$ cat src/rtl/issue_wakeup_arb.sv
// Four per-source result FIFOs feeding a two-port round-robin registered wake-up broadcaster; handshake to broadcast is 2 cycles.
// src_ready drops only while a source FIFO is full (no push-through); optional flush port via ISSUE_WAKEUP_FLUSH_EN.

module wakeup_fifo #(
  parameter int DEPTH = 2,
  parameter int W     = 36
) (
  input  logic         clk,
  input  logic         resetn,
  input  logic         clr,
  input  logic         push,
  input  logic [W-1:0] push_dat,
  input  logic         pop,
  output logic [W-1:0] head_dat,
  output logic         not_empty,
  output logic         not_full
);
  localparam int AW = $clog2(DEPTH);
  localparam int CW = AW + 1;

  logic [W-1:0]  mem [DEPTH];
  logic [AW-1:0] wr_ptr;
  logic [AW-1:0] rd_ptr;
  logic [CW-1:0] count;

  assign head_dat  = mem[rd_ptr];
  assign not_empty = (count != '0);
  assign not_full  = (count != CW'(DEPTH));

  always_ff @(posedge clk or negedge resetn) begin
    if (!resetn) begin
      wr_ptr <= '0;
      rd_ptr <= '0;
      count  <= '0;
    end else if (clr) begin
      wr_ptr <= '0;
      rd_ptr <= '0;
      count  <= '0;
    end else begin
      if (push) wr_ptr <= wr_ptr + AW'(1);
      if (pop)  rd_ptr <= rd_ptr + AW'(1);
      case ({push, pop})
        2'b10:   count <= count + CW'(1);
        2'b01:   count <= count - CW'(1);
        default: count <= count;
      endcase
    end
  end

  always_ff @(posedge clk) begin
    if (push) mem[wr_ptr] <= push_dat;
  end
endmodule

module issue_wakeup_arb #(
  parameter int FIFO_DEPTH = 2
) (
  input  logic         clk,
  input  logic         resetn,
  input  logic [3:0]   src_valid,
  output logic [3:0]   src_ready,
  input  logic [15:0]  src_rob,
  input  logic [127:0] src_value,
  output logic         wea,
  output logic [3:0]   dina_rob,
  output logic [31:0]  dina_value,
  output logic         web,
  output logic [3:0]   dinb_rob,
  output logic [31:0]  dinb_value
`ifdef ISSUE_WAKEUP_FLUSH_EN
  ,
  input  logic         flush
`endif
);
  typedef struct packed {
    logic [3:0]  rob;
    logic [31:0] value;
  } wk_ent_t;

  logic       flush_act;
  wk_ent_t    head [4];
  logic [3:0] not_empty;
  logic [3:0] not_full;
  logic [3:0] push;
  logic [3:0] pop;
  logic [1:0] rr_ptr;
  logic [1:0] cand;
  logic       gnt_a;
  logic       gnt_b;
  logic [1:0] idx_a;
  logic [1:0] idx_b;

`ifdef ISSUE_WAKEUP_FLUSH_EN
  assign flush_act = flush;
`else
  assign flush_act = 1'b0;
`endif

  // Ready comes from registered occupancy only, so a same-cycle pop never reopens a full FIFO.
  assign src_ready = not_full & {4{~flush_act}};
  assign push      = src_valid & src_ready;

  for (genvar i = 0; i < 4; i++) begin : g_src
    wakeup_fifo #(
      .DEPTH(FIFO_DEPTH),
      .W($bits(wk_ent_t))
    ) u_fifo (
      .clk      (clk),
      .resetn   (resetn),
      .clr      (flush_act),
      .push     (push[i]),
      .push_dat ({src_rob[4*i +: 4], src_value[32*i +: 32]}),
      .pop      (pop[i]),
      .head_dat (head[i]),
      .not_empty(not_empty[i]),
      .not_full (not_full[i])
    );
  end

  always_comb begin
    gnt_a = 1'b0;
    gnt_b = 1'b0;
    idx_a = rr_ptr;
    idx_b = rr_ptr;
    cand  = rr_ptr;
    for (int k = 0; k < 4; k++) begin
      cand = rr_ptr + 2'(k);
      if (not_empty[cand]) begin
        if (!gnt_a) begin
          gnt_a = 1'b1;
          idx_a = cand;
        end else if (!gnt_b) begin
          gnt_b = 1'b1;
          idx_b = cand;
        end
      end
    end
  end

  always_comb begin
    pop = '0;
    if (gnt_a) pop[idx_a] = 1'b1;
    if (gnt_b) pop[idx_b] = 1'b1;
  end

  always_ff @(posedge clk or negedge resetn) begin
    if (!resetn) begin
      rr_ptr     <= '0;
      wea        <= 1'b0;
      web        <= 1'b0;
      dina_rob   <= '0;
      dina_value <= '0;
      dinb_rob   <= '0;
      dinb_value <= '0;
    end else if (flush_act) begin
      // Flush wins over this cycle's grants; data registers keep their last broadcast.
      rr_ptr <= '0;
      wea    <= 1'b0;
      web    <= 1'b0;
    end else begin
      wea <= gnt_a;
      web <= gnt_b;
      if (gnt_a) begin
        dina_rob   <= head[idx_a].rob;
        dina_value <= head[idx_a].value;
      end
      if (gnt_b) begin
        dinb_rob   <= head[idx_b].rob;
        dinb_value <= head[idx_b].value;
      end
      if (gnt_b)      rr_ptr <= idx_b + 2'd1;
      else if (gnt_a) rr_ptr <= idx_a + 2'd1;
    end
  end
endmodule

$ cat config.mk
export PLATFORM = sky130hd
export DESIGN_NAME = issue_wakeup_arb
export DESIGN_NICKNAME = d
export VERILOG_FILES = /design/src/rtl/issue_wakeup_arb.sv
export SDC_FILE = /design/constraint.sdc
export NUM_CORES = 1
export LEC_CHECK = 0
export CAP_MARGIN = 20
export CORE_ASPECT_RATIO = 1.2
export CORE_MARGIN = 1
export CORE_UTILIZATION = 35
export DETAILED_ROUTE_END_ITERATION = 8
export SLEW_MARGIN = 5
export SYNTH_ARGS = -nofsm -noshare
export SYNTH_HDL_FRONTEND = slang
export SYNTH_SLANG_ARGS = --single-unit
$ cat constraint.sdc
create_clock -name clk -period 3.4 [get_ports clk]
set_input_delay 0.68 -clock clk [delete_from_list [all_inputs] [get_ports clk]]
set_output_delay 0.68 -clock clk [all_outputs]
set_load 0.1 [all_outputs]
==> results by group <==
Timing
  – Final Hold Viols: 0
  – Worst-Margin Slew: 0.969 ns
  – Setup total negative slack: 0 ns
  – Final setup margin: 0.469 ns
  – Fmax: 341 MHz
  – Max-slew violations: 0
  – Final Cycle Share: 86.2%
  – Slew margin rel.: 35.2%
  – Final Skew: 0.0257 ns
  – Setup violators final: 0
  – RSZ-0062 raised after global routing: false
  – Crit path time final: 2.93 ns

Logic synthesis
  – Syn avg cell area: 14.4 sq um
  – Post-synth EDFFs: 288
  – Synth Cell Area: 0.0164 sq mm
  – Cells after Synth: 1,141
  – Mapped Nets: 1,295
  – #FFs+latches synth: 380
  – Ys Warns: 0
  – Seq/Total Area, Yosys: 66.6%
  – FFs w/ async S/R, synth: 24.2%
  – Post-synth top flop: edfxtp_1
  – Synth unique cells: 63

Route
  – Post-route ant nets: 0
  – Pre-Repair DR Iteration Count: 5
  – Drt via density: 5.41
  – Vias: 10,900
  – Remaining DRCs: 0
  – DRT Wirelength: 50,600 microns
  – Routed len/inst: 25.1 microns
  – Iteration-0 DRC count of the detailed router: 782

Global route
  – Number of global-route vias before repair: 11,100
  – GRT Residual Overflow: 0
  – Initial antenna violation count: 2
  – Largest net degree at the start of global routing: 53
  – First-pass GRT wire length: 73,400 microns
  – All-layer global routing usage: 21.5%

CTS
  – Hold_buf cts: 0
  – Clk buf depth: 3
  – Post-CTS Setup Repair Bufs: 0
  – Clock sink count: 380
  – CTS buffer count: 42
  – CTS tree: built
  – CTS resizes: 0
  – Clk_lat worst skew: 0.58 ns
  – H-tree depth: 2
  – Worst-path clk slew: 0.06 ns
  – Clock Tree Root: clkbuf_16

Floorplanning
  – Die area: 0.0478 sq mm
  – # IOs: 228
  – Horiz. Die Dim: 200 microns
  – Chip Height: 239 microns
  – Initial Util: 35.6%
  – Standard-cell row count: 86
  – Core area: 0.0462 sq mm

Worst hold path
  – Hold/Removal Path Class: in2async

Final layout
  – Synth-to-Final Area Change: 25.3%
  – Layout cells sized above 1: 20.0%
  – Final #Nets: 1,517
  – Finished Layout Cells: 2,015
  – Fill count: 4,145

Placement
  – Placed Instances: 1,935
  – Gpl congestion: 0.903
  – Port Buffers: 227
  – Pre-CTS setup slack: 0.422 ns
  – DP Wirelength: 35,300 microns

Critical path
  – Worst endpoint required time: 3.87 ns
  – CP Max Fanout: 26
  – WP data arrival: 3.40 ns
  – Crit Path Class: reg2reg
  – CP Capture Type: flip-flop
  – R2R depth: 8
  – CP Launch Type: flip-flop

Run status
  – Status: complete, no violations

Run
  – MaxCap Viol Count: 0
metrics by stage:
step / hold WS, ns / utilization [%] / cell area [sq um]
2_1_floorplan: 0.384 / - / 16400
3_3_place_gp: 0.496 / 41.6 / 19200
3_5_place_dp: 0.499 / 41.6 / 19200
4_1_cts: 0.171 / 44.6 / 20600
5_1_grt: 0.206 / 44.6 / 20600
6_report: 0.165 / 44.6 / 20600
metal layers:
layer	global-route usage, %	wire length, microns	up-vias
met5	0	0	-
li1	-	-	4892
met4	10.3	2390	0
met3	4.70	3520	95
met1	25.1	18700	5457
met2	37.0	26000	464
placed cells by master, fill, tap and decap left out, types with 3 or more instances in the layout:
cell	netlist	final
clkinv_1	1	3
clkbuf_1	32	10
o221ai_1	8	8
clkdlybuf4s50_1	0	149
a221o_1	7	7
nand2b_1	4	4
xnor2_1	12	12
or2_1	3	3
dfrtp_1	92	89
a21oi_1	71	71
nand2_1	17	17
buf_12	0	5
nand3_1	36	36
bufinv_16	0	3
nor4_2	25	25
a21boi_0	3	3
edfxtp_1	288	288
o22ai_1	35	35
and3_2	0	4
o22a_1	36	36
o21ai_1	22	22
nor3_1	31	31
nor3b_1	29	29
a21boi_1	4	4
nor2_4	1	5
clkbuf_8	0	6
ha_1	4	4
a211oi_1	7	7
clkinv_2	0	8
mux2_2	36	36
buf_4	13	114
clkbuf_16	0	43
o21ai_0	65	65
mux2i_1	108	108
xor2_1	8	8
nor2_1	51	47
nor4_1	5	5
dfrtp_2	0	3
registers in the layout (all words and copies together), names as in the netlist, 2 cells and up:
name / flops
g_src.u_fifo.rd_ptr: 4
g_src.u_fifo.wr_ptr: 4
rr_ptr: 2
dina_rob: 4
g_src.u_fifo.mem: 288
g_src.u_fifo.count: 8
dina_value: 32
dinb_value: 32
dinb_rob: 4
critical path: stages (launching register included):
cell and delay (ns):
dfrtp_1 0.44, nor2_2 0.50, buf_4 0.28, a21oi_1 0.12, o31a_2 0.51, nand2_4 0.17
buf_4 0.37, nor3_1 0.13, nor4_2 0.29
area by class of cell:
class	instances	area, sq um	area share, %
antenna	2	5.00	0.0243
clock buffer	59	1200	5.81
clock inverter	19	200	0.972
inverter	4	15.0	0.0729
multi-input combinational	667	5000	24.3
sequential	380	11000	53.2
tap	616	771	3.74
timing repair buffer	268	2450	11.9
worst paths after layout:
kind                                                      start  slack [ns]                                 end
hold / removal                                           resetn        0.16  g_src[0].u_fifo.wr_ptr$_DFFE_PN0P_
min in group clk                      dina_value[2]$_DFFE_PN0N_        0.51           dina_value[2]$_DFFE_PN0N_
setup / recovery           g_src[2].u_fifo.count[0]$_DFFE_PN0P_        0.47          dinb_value[20]$_DFFE_PN0N_
hold reg to reg                       dina_value[2]$_DFFE_PN0N_        0.51           dina_value[2]$_DFFE_PN0N_
max in group asynchronous                                resetn        2.50          dina_value[16]$_DFFE_PN0N_
setup reg to reg           g_src[2].u_fifo.count[0]$_DFFE_PN0P_        0.47          dinb_value[20]$_DFFE_PN0N_
cell usage after synthesis (12+ instances only):
cell,number,share of area [%]
o21ai_0,65,2.0
mux2_2,36,2.5
mux2i_1,108,6.6
a21oi_1,71,2.2
o21ai_1,22,0.67
edfxtp_1,288,53
buf_6,12,0.82
xnor2_1,12,0.64
nand3_1,36,1.1
nand2_1,17,0.39
nor2_1,51,1.2
clkbuf_1,32,0.73
buf_4,13,0.59
buf_2,32,0.97
nor3b_1,29,1.3
dfrtp_1,92,14
nor4_2,25,1.9
nor3_1,31,0.94
o22ai_1,35,1.3
o22a_1,36,1.9
logic make-up after synthesis:
family / synth area share [%]
compound gates: 11.8
fa+ha+maj: 0.305
xor+xnor: 1.07
buf+inv: 3.24
simple gates: 7.95
mux: 9.04
flops: 66.6
Power is not shown: default switching activity piles up to over one toggle a cycle in this logic, so the estimate is an artifact.
